### src/rtl/mem_stage.sv
// Memory pipeline stage: holds one instruction, waits for load data, and extends it.
// Optional MEM_FWD_DATA_EN forwards final_result (including same-cycle load data) to decode.
module mem_stage (
  input  logic        clk,
  input  logic        reset,
  input  logic        ws_allowin,
  output logic        ms_allowin,
  input  logic        es_to_ms_valid,
  input  logic [75:0] es_to_ms_bus,
  input  logic        data_sram_data_ok,
  input  logic [31:0] data_sram_rdata,
  output logic        ms_to_ws_valid,
  output logic [69:0] ms_to_ws_bus,
  output logic [39:0] ms_fwd_bus
);

  // state   | meaning
  // S_EMPTY | no instruction held (ms_valid=0)
  // S_WAIT  | load held, response not yet seen
  // S_READY | instruction held, result available
  typedef enum logic [1:0] {S_EMPTY, S_WAIT, S_READY} state_t;

  state_t      r_state;
  state_t      w_state_nxt;
  logic [75:0] r_bus;
  logic [31:0] r_buf_data;
  logic        r_buf_valid;

  logic        w_ms_valid;
  logic        w_wait;
  logic        w_ready_go;
  logic        w_accept;
  logic [4:0]  w_ld_op;
  logic        w_res_from_mem;
  logic        w_gr_we;
  logic [4:0]  w_dest;
  logic [31:0] w_alu_result;
  logic [31:0] w_pc;
  logic [31:0] w_raw;
  logic [7:0]  w_byte;
  logic [15:0] w_half;
  logic [31:0] w_load_data;
  logic [31:0] w_final_result;
  logic        w_fwd_we;
  logic [31:0] w_fwd_data;

  assign {w_ld_op, w_res_from_mem, w_gr_we, w_dest, w_alu_result, w_pc} = r_bus;

  assign w_ms_valid     = (r_state != S_EMPTY);
  assign w_wait         = (r_state == S_WAIT);
  assign w_ready_go     = !w_wait || data_sram_data_ok;
  assign ms_allowin     = !w_ms_valid || (w_ready_go && ws_allowin);
  assign ms_to_ws_valid = w_ms_valid && w_ready_go;
  assign w_accept       = es_to_ms_valid && ms_allowin;

  always_ff @(posedge clk) begin
    if (reset) r_state <= S_EMPTY;
    else       r_state <= w_state_nxt;
  end

  always_comb begin
    w_state_nxt = r_state;
    if (ms_allowin) begin
      if (es_to_ms_valid) w_state_nxt = es_to_ms_bus[70] ? S_WAIT : S_READY;
      else                w_state_nxt = S_EMPTY;
    end else if (w_wait && data_sram_data_ok) begin
      w_state_nxt = S_READY;
    end
  end

  always_ff @(posedge clk) begin
    if (w_accept) r_bus <= es_to_ms_bus;
  end

  // Response arrived but downstream is stalled: keep the word until we can leave.
  always_ff @(posedge clk) begin
    if (reset)                                  r_buf_valid <= 1'b0;
    else if (ms_allowin)                        r_buf_valid <= 1'b0;
    else if (w_wait && data_sram_data_ok)       r_buf_valid <= 1'b1;
  end

  always_ff @(posedge clk) begin
    if (!ms_allowin && w_wait && data_sram_data_ok) r_buf_data <= data_sram_rdata;
  end

  assign w_raw  = r_buf_valid ? r_buf_data : data_sram_rdata;
  assign w_half = w_alu_result[1] ? w_raw[31:16] : w_raw[15:0];

  always_comb begin
    case (w_alu_result[1:0])
      2'd0:    w_byte = w_raw[7:0];
      2'd1:    w_byte = w_raw[15:8];
      2'd2:    w_byte = w_raw[23:16];
      default: w_byte = w_raw[31:24];
    endcase
  end

  always_comb begin
    w_load_data = w_raw;
    if (w_ld_op[4])      w_load_data = {{24{w_byte[7]}}, w_byte};
    else if (w_ld_op[3]) w_load_data = {24'd0, w_byte};
    else if (w_ld_op[2]) w_load_data = {{16{w_half[15]}}, w_half};
    else if (w_ld_op[1]) w_load_data = {16'd0, w_half};
  end

  assign w_final_result = w_res_from_mem ? w_load_data : w_alu_result;
  assign ms_to_ws_bus   = {w_gr_we, w_dest, w_final_result, w_pc};

`ifdef MEM_FWD_DATA_EN
  assign w_fwd_we   = w_ms_valid && w_gr_we && (w_dest != 5'd0);
  assign w_fwd_data = w_final_result;
`else
  // Without a data path, only settled non-load results may be claimed as forwardable.
  assign w_fwd_we   = w_ms_valid && w_gr_we && (w_dest != 5'd0)
                      && (r_state == S_READY) && !w_res_from_mem;
  assign w_fwd_data = 32'd0;
`endif

  assign ms_fwd_bus = {w_ms_valid, w_fwd_we, w_wait && !data_sram_data_ok, w_dest, w_fwd_data};

endmodule

### config.mk
export PLATFORM = sky130hd
export DESIGN_NAME = mem_stage
export DESIGN_NICKNAME = d
export VERILOG_FILES = /design/src/rtl/mem_stage.sv
export SDC_FILE = /design/constraint.sdc
export NUM_CORES = 1
export LEC_CHECK = 0
export ABC_AREA = 1
export ABC_CLOCK_PERIOD_IN_PS = 4700
export CORE_ASPECT_RATIO = 0.8
export CORE_UTILIZATION = 40
export DETAILED_ROUTE_END_ITERATION = 7
export PLACE_DENSITY = 0.8
export REMOVE_ABC_BUFFERS = 1
export SLEW_MARGIN = 20
export SYNTH_ARGS = -nofsm -noshare
export SYNTH_HDL_FRONTEND = slang
export SYNTH_SLANG_ARGS = --single-unit
### constraint.sdc
create_clock -name clk -period 4.7 [get_ports clk]
set_input_delay 0.47 -clock clk [delete_from_list [all_inputs] [get_ports clk]]
set_output_delay 0.47 -clock clk [all_outputs]
set_load 0.01 [all_outputs]
==> run metrics, run 1 <==
nature of the critical path startpoint=register; # DRC=0; Routed met2 length=~6700 microns; Routed Wire Length=around 14,000 microns; Unique masters post-synth=26; Post-CTS Hold Fix Bufs=0; design area=0.00761 sq mm; gr usage total=0.201; Core ar.=about 0.014 sq mm; CTS Buf Count=9; Final Hold Fails=0; I/O Pins=225; synthesized area=0.00575 sq mm; flops & latches, synth=110; Reg clk slew, reported paths=80 ps; # clock sinks=110; Top Metal Used=met4; via count=around 4.4k; CTS tree=built; Antenna Nets Post-Route=0; setup TNS=0 ps; DP Area=about 0.0073 sq mm; Ys Warns=0; period utilization=0.747; Root Driver=clkbuf_16; Maximum Capacitance Violations=0; Overflow after GRT=0; Worst setup EP type=output port; Max Fclk=0.285 GHz; vias per cell=4.69; Avg Cell Area, Syn=9.37 sq um; Worst Reg2Reg Path Length in Cells=7; pwr dens=307 mW/mm^2; worst reg2reg startpoint=r_state[1]; final net count=867; Post-Route M1 WL=roughly 5800 microns; CP max FO=12; CTS Buffer Depth=2; relative slew slack=0.374; peak supply drop=0.191 mV; Worst-Margin Slew=936 ps; worst skew pair latency=350 ps; fraction of layout cells with a size suffix above 1=0.0659; number of global-route vias before repair=4,333; GPL Wtd Cong=approximately 0.89; status=finished, final reports clean; worst reg2reg endpoint=r_bus[35]; HP Class=reg2reg; Gate Count Post-Synth=about 610; DR WL/cell=15.2 microns; Lkg Pwr=3.21 nW; Finish-stage setup viols=0; initial antenna violation count=0; Setup WS pre-CTS=roughly 1600 ps; DRT Pass-1 Iters=5; Worst Path Class, Setup=reg2out; most frequent cells in the layout=nand2_1 (209), clkdlybuf4s50_1 (191), edfxtp_1 (107); FF-to-FF setup slack=2430 ps; Port Buffers=191; layout overhead on the synthesized area=32.2%; Final HPWL DP=10,400 microns; total setup buffers inserted after CTS=0; met3 routed WL=1670 microns; Hold Crit Start=r_state[0]; Chip Height=109 microns; setup repair after global routing missed its margin=no; Min Clock Period, post-route=approximately 3500 ps; Worst EP required=4230 ps; Starting Density=0.417; # resized after CTS=0; crit path DAT=just over 3000 ps; largest net degree at the start of global routing=66; htree depth=3; Min-Delay Endpoint=r_state[0]; worst clock skew=8.00 ps; Slew Limit Fails=0; Hold Path Stages=2; setup ws final=1190 ps; Rows=38; commonest non-fill, non-tap cell in the layout=nand2_1; Die Area=0.0149 sq mm; Die Wd=roughly 140 microns; register area share after synthesis=0.569; first-pass GRT wire length=22,300 microns; diodes inserted=0; Total Power=between 2 and 2.5 mW; Initial DRC Count=between 300 and 400
[stage by stage]
stage               instances  hold slack [ps]   util
finish                    939              535  0.552
global route              939              591  0.552
CTS                       939              531  0.552
detailed placement        923              520  0.532
global placement          923              514  0.532
floorplan                 547              494      -
[worst max-delay path, stage by stage (launching register included)]
cell             delay (ps)
edfxtp_1                610
inv_1                   180
nor2_1                  760
nand3_1                 140
o21ai_0                 170
nor2_1                   90
a21oi_1                 170
clkdlybuf4s50_1         570
[synthesized netlist by cell type]
library cell / number / area share
nand3_2: 2 / 0.0035
nand3_1: 28 / 0.024
a21oi_2: 20 / 0.030
inv_1: 54 / 0.035
dfxtp_1: 3 / 0.010
nand3_4: 1 / 0.0030
nor2_2: 2 / 0.0022
o22ai_1: 2 / 0.0022
nor2_4: 1 / 0.0020
and2_1: 1 / 0.0011
buf_2: 3 / 0.0026
edfxtp_1: 107 / 0.56
buf_4: 80 / 0.10
nand2_1: 209 / 0.14
nor3_1: 2 / 0.0017
nand4_1: 2 / 0.0022
nor2_1: 54 / 0.035
clkbuf_1: 8 / 0.0052
o21ai_0: 4 / 0.0035
buf_6: 7 / 0.014
a211oi_1: 1 / 0.0013
a21oi_1: 17 / 0.015
mux2i_1: 2 / 0.0035
inv_2: 2 / 0.0013
clkinv_1: 1 / 0.00065
conb_1: 1 / 0.00065
[cell type report]
cell class	count	area, sq um
Tap cell	180	225
Timing Repair Buffer	196	1950
Inverter	57	214
Sequential cell	110	3270
Clock buffer	10	229
Clock inverter	6	48.8
Multi-Input combinational cell	380	1670
Fill cell	1227	6180
[cells by family (layout without fill, tap and decap cells)]
kind of cell	after synthesis	after routing	share of synthesized area
muxes	2	2	0.00348
DFF	110	110	0.569
AOI/OAI and AO/OA	44	44	0.0522
buffers and inverters	155	269	0.163
other	1	32	0.000652
and+or+nand+nor	302	302	0.212
[state kept, by name, indices dropped and copies added (netlist names)]
| signal | cells |
|---|---|
| r_state | 2 |
| r_bus | 75 |
| r_buf_data | 32 |
| r_buf_valid | 1 |
[how the worst max path moves through the flow]
stage | startpoint | end | cells past startpoint
after CTS | r_bus[33] | ms_to_ws_bus[40] | 7
after global routing | r_bus[33] | ms_to_ws_bus[40] | 7
final | r_bus[33] | ms_to_ws_bus[40] | 7
after global placement | data_sram_rdata[15] | ms_to_ws_bus[46] | 8
after detailed placement | data_sram_rdata[15] | ms_to_ws_bus[54] | 8
after floorplan | data_sram_data_ok | r_bus[0] | 6
[power breakdown]
group / switching, mW / total, mW / internal (mW)
Clock: 0.360 / 0.725 / 0.365
Sequential: 0.0199 / 1.16 / 1.14
Combinational: 0.222 / 0.455 / 0.233
Total: 0.602 / 2.33 / 1.73
[layer usage]
layer | vias to the layer above | global-route usage
li1 | 2146 | -
met3 | 9 | 0.0753
met1 | 2012 | 0.246
met5 | - | 0
met2 | 235 | 0.334
met4 | 0 | 0.0460
No activity file was read; power rests on OpenSTA's default activity.
==> inputs of run 2 (changes only) <==
--- a/config.mk
+++ b/config.mk
@@ -6,11 +6,11 @@
 export NUM_CORES = 1
 export LEC_CHECK = 0
 export ABC_AREA = 1
-export ABC_CLOCK_PERIOD_IN_PS = 4700
+export ABC_CLOCK_PERIOD_IN_PS = 3300
 export CORE_ASPECT_RATIO = 0.8
-export CORE_UTILIZATION = 40
+export CORE_UTILIZATION = 44
 export DETAILED_ROUTE_END_ITERATION = 7
-export PLACE_DENSITY = 0.8
+export PLACE_DENSITY = 0.84
 export REMOVE_ABC_BUFFERS = 1
 export SLEW_MARGIN = 20
 export SYNTH_ARGS = -nofsm -noshare
==> constraint.sdc (replaced) <==
create_clock -name clk -period 3.3 [get_ports clk]
set_input_delay 0.33 -clock clk [delete_from_list [all_inputs] [get_ports clk]]
set_output_delay 0.33 -clock clk [all_outputs]
set_load 0.01 [all_outputs]
==> run 2 against run 1 <==
Effect of this change: clock-buffer cell count fell by 1; sequential cell count is the same; worst hold slack worse by 5.6 ps; largest power group unchanged; clock skew rose by 0.85 ps; final cell count is 0.43% lower; sequential power increased by 42%; critical endpoint is now ms_to_ws_bus[54]; largest cell class unchanged; critical path depth unchanged; worst setup slack got worse by 910 ps; highest routed layer unchanged; global-route usage increased by 0.95 points; power rose by 44%; combinational power rose by 45%; critical path type unchanged.
==> run metrics, run 2 (synthesis results as in run 1) <==
Die Area=0.0135 sq mm; Initial DRC Count=303; Largest register FFs=75; Core ar.=around 0.012 sq mm; worst reg2reg startpoint=r_state[1]; Finish-stage setup viols=0; Hold Crit Start=es_to_ms_bus[60]; DR WL/cell=15.1 microns; # clock sinks=110; commonest non-fill, non-tap cell in the layout=nand2_1; peak supply drop=0.321 mV; Reg clk slew, reported paths=about 80 ps; CTS Buf Count=9; # DRC=0; CTS Buffer Depth=2; largest registers=r_bus: 75 flops, r_buf_data: 32 flops, r_state: 2 flops; Min Clock Period, post-route=3030 ps; via count=4,454; gr usage total=0.210; Post-CTS Hold Fix Bufs=0; Slew Limit Fails=0; status=finished, final reports clean; worst path bufs/invs=2; relative slew slack=0.457; Setup WS pre-CTS=463 ps; final net count=872; Worst Reg2Reg Path Length in Cells=7; diodes inserted=0; first-pass GRT wire length=21,700 microns; fraction of layout cells with a size suffix above 1=0.0746; DRT Pass-1 Iters=5; HP Class=in2reg; Hold Path Stages=1; Worst-Margin Slew=810 ps; Port Buffers=191; largest net degree at the start of global routing=77; most frequent cells in the layout=nand2_1 (209), clkdlybuf4s50_1 (191), edfxtp_1 (107); Worst setup EP type=output port; Rows=36; Worst EP required=2970 ps; CP delay by family, top=simple AND/OR/NAND/NOR gates; Chip Height=between 100 and 150 microns; layout overhead on the synthesized area=33.2%; setup ws final=about 270 ps; Lkg Pwr=3.25 nW; GPL Wtd Cong=0.873; total setup buffers inserted after CTS=0; CP max FO=12; Starting Density=0.461; crit path DAT=2700 ps; I/O Pins=225; vias per cell=4.76; CTS tree=built; period utilization=0.918; Maximum Capacitance Violations=0; Root Driver=clkbuf_16; Routed Wire Length=14,100 microns; Worst Path Class, Setup=reg2out; critical path depth in cells=7; # resized after CTS=0; Antenna Nets Post-Route=0; Final HPWL DP=between 10,000 and 15,000 microns; Die Wd=between 100 and 150 microns; non-filler cells, final=935; pwr dens=438 mW/mm^2; Top reg by flops=r_bus; number of global-route vias before repair=4,320; htree depth=3; Final Hold Fails=0; setup repair after global routing missed its margin=no; Max stage delay on crit path=590 ps; Placed Cells=between 900 and 1k; worst skew pair latency=350 ps; critical path launch point=r_bus[33]; CP max stage cell=edfxtp_1; worst clock skew=8.85 ps; Overflow after GRT=0; initial antenna violation count=0; Max Fclk=about 0.33 GHz; FF-to-FF setup slack=1650 ps; CP Cell Sequence=inv_1 > nor2_2 > nand2_1 > nand3_2 > nand3_4 > a21oi_2 > clkdlybuf4s50_1; Hold Slack=530 ps; nature of the critical path startpoint=register
-- run 2: cell types whose count changed in the layout (fill, tap and decap cells not counted), sizes merged --
cell    before  now
clkbuf      10    9
buf          5    9
nand3       31   32
inv         57   60
clkinv       6    4
-- run 2: where the power goes --
group	internal, mW	total, mW	switching (mW)
sequential	1.62	1.65	0.0291
clock	0.525	1.05	0.526
combinational	0.338	0.659	0.322
-- run 2: path summary, 6_finish.rpt --
check,end
hold / removal,r_bus[60]
setup reg to reg,r_bus[61]
hold reg to reg,r_state[0]
setup / recovery,ms_to_ws_bus[54]
-- run 2: layout make-up --
cell class / count / area, sq um
Inverter: 57 / 216
Multi-Input combinational cell: 381 / 1690
Tap cell: 171 / 214
Clock inverter: 7 / 56.3
Fill cell: 1066 / 4810
Clock buffer: 9 / 225
Sequential cell: 110 / 3270
Timing Repair Buffer: 200 / 1990
-- run 2: per-stage QoR --
stage               instance area [sq um]  total power, mW  TNS [ps]  utilization
finish                               7660             3.36         0        0.614
global route                         7660             3.49         0        0.614
CTS                                  7640             3.38         0        0.613
detailed placement                   7360             2.33         0        0.590
global placement                     7360             2.32         0        0.590
floorplan                            5140             1.95    -83040            -
-- run 2: worst register-to-register path, delay by kind of cell (launching register included) --
family | cells | cell delay (ps)
DFF | 1 | 310
and+or+nand+nor | 4 | 410
buffers and inverters | 3 | 510
-- run 2: layer usage --
metal / GRT usage / vias to the layer above / part of all wire
li1: - / 2155 / -
met1: 0.256 / 2051 / 0.41
met2: 0.341 / 231 / 0.46
met3: 0.0838 / 17 / 0.12
met4: 0.0598 / 0 / 0.014
met5: 0 / - / 0
==> inputs of run 3 (changes only) <==
--- a/config.mk
+++ b/config.mk
@@ -7,12 +7,12 @@
 export LEC_CHECK = 0
 export ABC_AREA = 1
 export ABC_CLOCK_PERIOD_IN_PS = 3300
+export CAP_MARGIN = 30
 export CORE_ASPECT_RATIO = 0.8
 export CORE_UTILIZATION = 44
 export DETAILED_ROUTE_END_ITERATION = 7
 export PLACE_DENSITY = 0.84
 export REMOVE_ABC_BUFFERS = 1
-export SLEW_MARGIN = 20
 export SYNTH_ARGS = -nofsm -noshare
 export SYNTH_HDL_FRONTEND = slang
 export SYNTH_SLANG_ARGS = --single-unit
==> results of run 3 <==
The final DEF is identical to that of run 2; final timing and power are the same.
